===== src/rtl/interrupt_controller.sv =====
// rtl/interrupt_controller.sv - prioritizing interrupt controller with NMI path and config registers
module interrupt_controller #(
    parameter int NUM_IRQ = 8,
    parameter int IDW     = 3
) (
    input  logic               clk,
    input  logic               reset,
    input  logic [NUM_IRQ-1:0] irq,
    input  logic               nmi_in,
    input  logic               int_ack,
    input  logic               eoi,
    input  logic               nmi_ack,
    input  logic               cfg_we,
    input  logic [1:0]         cfg_addr,
    input  logic [NUM_IRQ-1:0] cfg_wdata,
    output logic [NUM_IRQ-1:0] cfg_rdata,
    output logic               INT,
    output logic               INTD,
    output logic               NMI,
    output logic [IDW-1:0]     int_vec
);

    typedef enum logic [1:0] {IDLE, REQ, SERVICE} state_t;

    state_t             state, state_nxt;
    logic [NUM_IRQ:0]   sync1, sync2, hist, rise;
    logic [NUM_IRQ-1:0] pending, mask, in_service, eligible;
    logic [NUM_IRQ-1:0] vec_onehot, ack_clr, w1c_clr;
    logic               gdis, nmi_flag;
    logic [IDW-1:0]     winner;
    logic               latch_vec, take_ack, take_eoi;

    // Top bit of the synchronizer chain carries nmi_in alongside the irq lines.
    always_ff @(posedge clk or negedge reset) begin
        if (!reset) begin
            sync1 <= '0;
            sync2 <= '0;
            hist  <= '0;
        end else begin
            sync1 <= {nmi_in, irq};
            sync2 <= sync1;
            hist  <= sync2;
        end
    end

    assign rise       = sync2 & ~hist;
    assign eligible   = pending & mask;
    assign vec_onehot = NUM_IRQ'(1) << int_vec;

    always_comb begin
        winner = '0;
        for (int i = NUM_IRQ - 1; i >= 0; i--) begin
            if (eligible[i]) winner = IDW'(i);
        end
    end

    always_ff @(posedge clk or negedge reset) begin
        if (!reset) state <= IDLE;
        else        state <= state_nxt;
    end

    always_comb begin
        state_nxt = state;
        unique case (state)
            IDLE:    if (|eligible && !gdis) state_nxt = REQ;
            REQ: begin
                if (int_ack)                                     state_nxt = SERVICE;
                else if (!(|(eligible & vec_onehot)) || gdis)    state_nxt = IDLE;
            end
            SERVICE: if (eoi) state_nxt = IDLE;
            default: state_nxt = IDLE;
        endcase
    end

    always_comb begin
        INT       = (state == REQ);
        INTD      = gdis | (state != IDLE);
        latch_vec = (state == IDLE) && (state_nxt == REQ);
        take_ack  = (state == REQ) && int_ack;
        take_eoi  = (state == SERVICE) && eoi;
    end

    assign ack_clr = take_ack ? vec_onehot : '0;
    assign w1c_clr = (cfg_we && cfg_addr == 2'd1) ? cfg_wdata : '0;

    // New edges override same-cycle clears so a request is never lost.
    always_ff @(posedge clk or negedge reset) begin
        if (!reset) begin
            pending    <= '0;
            mask       <= '0;
            gdis       <= 1'b1;
            in_service <= '0;
            int_vec    <= '0;
            nmi_flag   <= 1'b0;
        end else begin
            pending  <= (pending & ~w1c_clr & ~ack_clr) | rise[NUM_IRQ-1:0];
            nmi_flag <= rise[NUM_IRQ] | (nmi_flag & ~nmi_ack);
            if (cfg_we && cfg_addr == 2'd0) mask <= cfg_wdata;
            if (cfg_we && cfg_addr == 2'd2) gdis <= cfg_wdata[0];
            if (take_ack)      in_service <= in_service | vec_onehot;
            else if (take_eoi) in_service <= '0;
            if (latch_vec) int_vec <= winner;
        end
    end

    assign NMI = nmi_flag;

    always_comb begin
        unique case (cfg_addr)
            2'd0:    cfg_rdata = mask;
            2'd1:    cfg_rdata = pending;
            2'd2:    cfg_rdata = {{(NUM_IRQ-1){1'b0}}, gdis};
            2'd3:    cfg_rdata = in_service;
            default: cfg_rdata = '0;
        endcase
    end

endmodule


===== config.mk =====
export PLATFORM = sky130hd
export DESIGN_NAME = interrupt_controller
export DESIGN_NICKNAME = d
export VERILOG_FILES = /design/src/rtl/interrupt_controller.sv
export SDC_FILE = /design/constraint.sdc
export NUM_CORES = 1
export LEC_CHECK = 0
export CORE_MARGIN = 3
export CORE_UTILIZATION = 26
export DETAILED_ROUTE_END_ITERATION = 16
export DONT_BUFFER_PORTS = 1
export PLACE_DENSITY = 0.4
export SYNTH_ARGS = -nofsm -noshare
export SYNTH_HDL_FRONTEND = slang
export SYNTH_SLANG_ARGS = --single-unit

===== constraint.sdc =====
create_clock -name clk -period 1.3 [get_ports clk]
set_input_delay 0.195 -clock clk [delete_from_list [all_inputs] [get_ports clk]]
set_output_delay 0.195 -clock clk [all_outputs]
set_load 0.05 [all_outputs]

# --- After elaboration in Yosys (flattened, before gate mapping) ---
# Cells that the tools add are included.
word_totals:
  ff_bits: 58
  output_inout_bits: 14
  word_cells: 65
op_classes:
  n_eq_ne: 6
  shift: 1
  mux: 18
  bitwise_logic: 14
  n_reduce_logical: 16
ops:
  columns: ["operator", "count"]
  rows:
  - ["AND 8 bit", 4]
  - ["two-way mux 8 bit", 4]
  - ["case mux 8 bit (4 select lines)", 1]
  - ["two-way mux 3 bit", 8]
  - ["inverter 8 bit", 2]
  - ["OR 8 bit", 2]
  - ["OR reduction 8 bit", 2]
  - ["AND 9 bit", 1]
  - ["inverter 9 bit", 1]
  - ["two-way mux 2 bit", 4]
  - ["left shift 1 x 3 -> 8 bit, first input constant", 1]
  - ["logical AND 1 bit", 7]
  - ["== test 2 x 1 -> 1 bit, second input constant", 3]
  - ["== test 2 bit, second input constant", 3]
  - ["case mux 2 bit (3 select lines)", 1]
  - ["zero test 2 bit", 2]
  - ["nonzero test 2 bit", 2]
  - ["zero test 1 bit", 2]
  - ["OR 1 bit", 2]
  - ["AND 1 bit", 1]
  - ["logical OR 1 bit", 1]
  - ["inverter 1 bit", 1]

# --- Longest topological paths before layout ---
# Gate-level depths: netlist of run 1.
logic_depth:
  depth_word: 10
  mapped_depth: 5
  depth_no_buf: 4

# --- Least setup slack after synthesis of run 1 ---
# No wires, ideal clock.
synth_path:
  kind: "register to output"
  start: "register pending[3]"
  end: "output cfg_rdata[3]"
  t_arrival_ns: 1.593
  t_required_ns: 1.105
  slack_ns: -0.488
  stages_incl_launch_ff: 3
  cell_sequence: "dfrtp_1 > mux2i_1 > o21ai_0"
synth_via:
  elab_chain_len: 1
synth_lines:
  columns: ["item", "line_no", "text"]
  rows:
  - ["start, declared", "27", "logic [NUM_IRQ-1:0] pending, mask, in_service, eligible;"]
  - ["start signal, assigned", "96", "pending <= (pending & ~w1c_clr & ~ack_clr) | rise[NUM_IRQ-1:0];"]
  - ["case mux 8 bit (4 select lines)", "109", "unique case (cfg_addr)"]
  - ["end, declared", "16", "output logic [NUM_IRQ-1:0] cfg_rdata,"]
# No other way between the ends.

# --- Final worst setup path of run 1 ---
layout_path:
  start: "register gdis"
  end: "output cfg_rdata[0]"
layout_via:
  elab_chain_len: 1
layout_lines:
  columns: ["item", "line_no", "text"]
  rows:
  - ["start, declared", "29", "logic gdis, nmi_flag;"]
  - ["start signal, assigned", "99", "if (cfg_we && cfg_addr == 2'd2) gdis <= cfg_wdata[0];"]
  - ["case mux 8 bit (4 select lines)", "109", null]
# No other way between the ends.

==> results.md, run 1 <==
- Status: complete, but fails checks
- Failing checks: hold timing, setup timing
- Largest net degree at the start of global routing: 59
- Syn_nets: 228
- Max Slew Vio Count: 0
- Initial antenna violation count: 0
- Fin area: about 3700 um^2
- CP peak stage delay: ~0.63 ns
- GRT Total Usage: 13.7%
- #FFs+latches synth: 58
- Die Area: roughly 10000 um^2
- Worst Path Required: roughly 1.1 ns
- Met2 WL: around 3100 um
- Routed vias: 1832
- Fmax: about 650 MHz
- Cells after Synth: ~200
- Row count: 34
- Worst setup margin: -0.238 ns
- I/O pin total: 39
- Clock Tree Buf Depth: 2
- Congestion Overflow GR: 0
- Inst Count DP: 346
- Avg Synthesized Cell Area: approximately 12 um^2
- Number of global-route vias before repair: 2041
- Met3 WL: roughly 310 um
- Pwr dens: slightly below 2000 nW/um^2
- Cell variety after synth: 43
- Highest metal used: met4
- Share of the synthesized area in the top cell type: ~60%
- Top cell family by delay on the critical path: multiplexers
- Top post-synthesis cells by area: dfrtp_1 (59%), mux2_2 (4.2%), nand2_1 (3.3%)
- Slew headroom: approximately two thirds
- Max-Cap Viols: 0
- Clk Latency, worst-skew pair: around 0.33 ns
- RSZ-0062 raised after global routing: yes
- Leading area contributor after synthesis: dfrtp_1
- Area delta synth->final: 53.0%
- Setup crit end kind: primary output
- Reg clk slew, reported paths: 0.07 ns
- Placed Area: between 2000 and 3000 um^2
- WL/cell: roughly 16 um
- Routed vias/inst: between 4 and 5
- Fin cells: between 400 and 500
- Min Clock Period, post-route: 1.54 ns
- WL met1: 3030 um
- Most frequent cells in the layout: dfrtp_1 (51), buf_4 (34), buf_6 (25), inv_1 (20)
- Period Utilization, post-route: 118%
- Slowest CP cell: mux4_2
- Min Hold Slack: -0.451 ns
- Final Hold Viols: between 50 and 60
- TritonCTS clock tree: built
- Crit path buf inv count: 0
- Post-synthesis cell area: approximately 2400 um^2
- Die X-Extent: approximately 100 um
- Leakage: ~1.6 nW
- Seq/Total Area, Yosys: 60.1%
- Peak supply drop: between 0.0008 and 0.0009 V
- CTS sink cnt: between 50 and 60
- RePlAce Congestion: 0.814
- Crit path max fanout: 3
- Commonest non-fill, non-tap cell in the layout: dfrtp_1
- Critical path type: flip-flop to primary output
- Hold Crit Class: input port to async pin
- Drt pass-1 iters: 4
- IO buf count: 0
- # nets final: roughly 320
- Share of post-route cells with drive strength above 1: a little under half
- Antenna Violating Nets Remaining: 0
- Clock root buffer: clkbuf_8
- # setup viols final: 15
- Total chip power: approximately 7.1 mW
- Least-Margin Pin Slew: 0.473 ns
- Clock Skew: roughly 0.012 ns
- Critical Path Start Type: flip-flop
- CTS Buf Count: 9
- Diode count: 0
- FILL cells: about 870
- DRC: 0
- Core area: 8890 um^2
- Die Span Y: 102 um
- Clock H-tree levels: 3
- DP HPWL: between 4000 and 5000 um
- Starting density of the core: a little over a quarter
- First-pass GRT wire length: ~11000 um
- Worst EP arrival: 1.34 ns
- Drt total wl: approximately 6500 um
- Critical-path cell list: mux4_2
- Starting DRT DRC Count: 43
- Yosys warns: 0
==> worst paths after layout <==
check                           depth (start not counted)  slack, ns         start           end
worst max-delay path                                    1      -0.24          gdis  cfg_rdata[0]
min in group clk                                        1       0.02  cfg_wdata[7]       mask[7]
worst min-delay path                                    0      -0.45         reset      state[1]
worst max register to register                          5      -0.17    pending[2]      state[0]
worst min register to register                          0       0.35      sync1[6]      sync2[6]
max in group asynchronous                               0       1.56         reset          gdis
==> stage by stage <==
stage	setup WS (ns)	TNS (ns)	util [%]
2_1_floorplan	-0.175	-0.993	-
3_3_place_gp	-0.122	-0.571	32.4
3_5_place_dp	-0.137	-0.684	32.4
4_1_cts	-0.268	-2.06	40.1
5_1_grt	-0.287	-2.67	41.6
6_report	-0.238	-1.87	41.6
==> synth_stat cells (all sizes together) <==
master	number
a21oi	6
a32o	5
dfrtp	57
dfstp	1
a22o	1
nand2	21
nor3	1
o21ai	14
or2b	1
buf	4
clkbuf	1
o2111a	2
inv	21
mux4	1
nand2b	2
mux2i	7
a22oi	2
a21boi	5
a31oi	2
nor3b	2
or2	1
nor2b	1
nand4	1
nand3b	3
and2	2
o21a	3
o22ai	4
nor2	7
or3	3
o211ai	2
nand3	8
and3	1
o221ai	1
mux2	10
==> timing repair <==
| item | CTS | global route |
|---|---|---|
| endpoints found under the hold margin | 76 | 59 |
| resized for setup | 41 | 29 |
| setup endpoints to repair | 27 | 24 |
| buffers inserted | 23 | 2 |
| pin swaps | 13 | 15 |
| hold buffers | 18 | 1 |
==> cell type report <==
cell class	instances	area, um^2	share of cell area (%)
Timing Repair Buffer	83	817	22.1
Clock inverter	3	15.0	0.406
Clock buffer	13	149	4.03
Multi-Input combinational cell	119	1040	28.1
Sequential cell	58	1460	39.5
Inverter	21	81.3	2.20
Tap cell	108	135	3.66
==> cells by family after synthesis <==
group	share of synthesized area [%]
AOI/OAI and AO/OA	13.9
muxes	8.49
buffers and inverters	4.76
DFF	60.1
and+or+nand+nor	12.7
==> sequential cells by signal, summed over array words and instances (netlist names) <==
signal      count
in_service      8
NMI             1
state           2
mask            8
sync1           9
hist            9
gdis            1
sync2           9
pending         8
int_vec         3
==> routing by layer <==
layer / global-route usage, % / vias up
li1: - / 891
met1: 17.9 / 899
met2: 21.1 / 38
met3: 4.30 / 4
met4: 5.45 / 0
met5: 0 / -
==> power by group <==
group	internal, mW	switching [mW]	total [mW]
logic	1.66	1.60	3.26
registers	2.17	0.276	2.44
clock network	0.736	0.697	1.43
Power figures use the tool's default switching activity.
==> run 2, diff against run 1 <==
Settings changed: CORE_MARGIN 3 to 5, CORE_UTILIZATION 26 to 50, PLACE_DENSITY 0.4 to 0.67, SLEW_MARGIN set to 25.
==> run 2 against run 1 <==
Net effect:
- the flow still finishes with violations (hold timing, setup timing)
- register-to-register slack got worse by 0.15 ns
- sequential cell count unchanged
- clock-buffer cell count is 2 lower
- cell area increased by 3.1%
- clock power is 23% higher
- setup slack got worse by 0.086 ns
- power is 12% higher
- worst hold slack worse by 0.012 ns
- via count increased by 13%
==> results.md, run 2 (synthesis results as in run 1) <==
- Critical-path cell list: buf_4, nand2_1, o21ai_0, o2111a_1, or3_1
- CTS Buf Count: 9
- Slew headroom: between 60% and 70%
- Setup crit end kind: flip-flop
- Met3 Use GR: just under 8%
- Diode count: 0
- GRT Max-Usage Layer: met2
- Number of global-route vias before repair: between 2000 and 2500
- CP startpoint: mask[0]
- Die Span Y: 79.5 um
- Area delta synth->final: 57.8%
- Worst setup margin: -0.325 ns
- Critical path type: flip-flop to flip-flop
- Clk Latency, worst-skew pair: ~0.34 ns
- Peak supply drop: 0.00126 V
- Drt pass-1 iters: 4
- Routed vias/inst: 5.74
- Leakage: about 1.7 nW
- Share of post-route cells with drive strength above 1: about half
- Final Hold Viols: between 50 and 60
- Top flop regs: hist: 9 flops, sync1: 9 flops, sync2: 9 flops
- Worst Path Required: approximately 1.5 ns
- Die X-Extent: 79.5 um
- I/O pin total: 39
- Die Area: 6320 um^2
- # nets final: 328
- Hold Crit Class: input port to async pin
- Starting density of the core: between 50% and 60%
- Antenna Violating Nets Remaining: 0
- GR met1 Demand/Resource: between 20 and 30%
- Total chip power: ~8 mW
- RSZ-0062 raised after global routing: yes
- Routed vias: about 2100
- Fin cells: approximately 360
- GR Layer Usage met2: around two fifths
- Drt total wl: approximately 7600 um
- CTS sink cnt: 58
- Worst EP arrival: ~1.9 ns
- Max-Cap Viols: 0
- Row count: 25
- First-pass GRT wire length: ~11000 um
- DP HPWL: 4130 um
- Core area: 4690 um^2
- TritonCTS clock tree: built
- Min Hold Slack: -0.463 ns
- Slowest CP cell: dfrtp_1
- Status: complete, but fails checks
- Critical Path Start Type: flip-flop
- Clock root buffer: clkbuf_8
- Commonest non-fill, non-tap cell in the layout: dfrtp_1
- Inst Count DP: 290
- Period Utilization, post-route: 125%
- Crit path max fanout: 3
- DP Worst Slack: -0.157 ns
- R2r startpoint: mask[0]
- Most frequent cells in the layout: dfrtp_1 (50), buf_4 (41), buf_6 (27), nand2_1 (20), inv_1 (20)
- Initial antenna violation count: 0
- Clock Skew: between 0.01 and 0.015 ns
- Failing checks: hold timing, setup timing
- Least-Margin Pin Slew: between 0.4 and 0.5 ns
- RePlAce Congestion: 0.965
- Largest net degree at the start of global routing: slightly below 60
- Pwr dens: 2090 nW/um^2
- Starting DRT DRC Count: 183
- Max Slew Vio Count: 0
- IO buf count: 0
- Min Clock Period, post-route: roughly 1.6 ns
- Fmax: roughly 620 MHz
- Reg clk slew, reported paths: roughly 0.080 ns
- DRC: 0
- GRT Total Usage: between 20 and 25%
- Congestion Overflow GR: 0
- WL/cell: 20.9 um
- Clock H-tree levels: 3
- # setup viols final: 21
- Clock Tree Buf Depth: 2
- CP peak stage delay: ~0.38 ns
==> run 2: metal layers <==
metal  vias up  wire length [um]
li1        910                 -
met1      1056              2970
met2        87              3940
met3        25               417
met4         0               252
met5         -                 0
==> run 2: final timing paths <==
check	slack, ns	cells after the start	to
worst max-delay path	-0.32	5	state[0]
worst min-delay path	-0.46	0	int_vec[2]
worst max register to register	-0.32	5	state[0]
worst min register to register	0.35	0	sync2[3]
max in group asynchronous	1.55	0	gdis
min in group clk	0.01	1	mask[2]
==> run 2: final cells by class <==
type                            count  area [um^2]
Inverter                           21         81.3
Timing Repair Buffer               94          927
Fill cell                         235          880
Multi-Input combinational cell    119         1060
Clock inverter                      5         62.6
Clock buffer                       11          151
Sequential cell                    58         1460
Tap cell                           54         67.6
==> run 2: critical path, delay by kind of cell, from the launching register on <==
family,cells,cell delay (ns)
DFF,1,0.38
buffers and inverters,1,0.15
and+or+nand+nor,2,0.48
AOI/OAI and AO/OA,2,0.49
==> run 2: per-stage QoR <==
| stage | utilization (%) | setup TNS, ns | instance area (um^2) | hold WS [ns] |
|---|---|---|---|---|
| after global routing | 81.3 | -3.92 | 3810 | -0.483 |
| after detailed placement | 59.8 | -0.718 | 2810 | -0.0987 |
| final | 81.3 | -3.02 | 3810 | -0.463 |
| after global placement | 59.8 | -0.359 | 2810 | -0.0988 |
| after floorplan | - | -0.993 | 2470 | -0.101 |
| after CTS | 75.9 | -2.24 | 3560 | -0.470 |
==> run 2: repair_timing <==
| action | 4_1_cts | 5_1_grt |
|---|---|---|
| cloned | 0 | 0 |
| hold buffers | 16 | 3 |
| endpoints found under the setup margin | 22 | 28 |
| gates resized for setup | 47 | 35 |
| pin swaps | 14 | 22 |
| endpoints found under the hold margin | 74 | 61 |
| buffers inserted | 26 | 13 |
==> run 2: power breakdown <==
group,switching [mW],internal (mW)
Sequential,0.365,2.16
Combinational,1.76,1.93
Clock,0.768,0.995
Total,2.90,5.08
==> run 3, diff against run 2 <==
Settings changed: RECOVER_POWER set to 25.
==> results of run 3 <==
The final DEF is identical to that of run 2; final timing and power are the same.
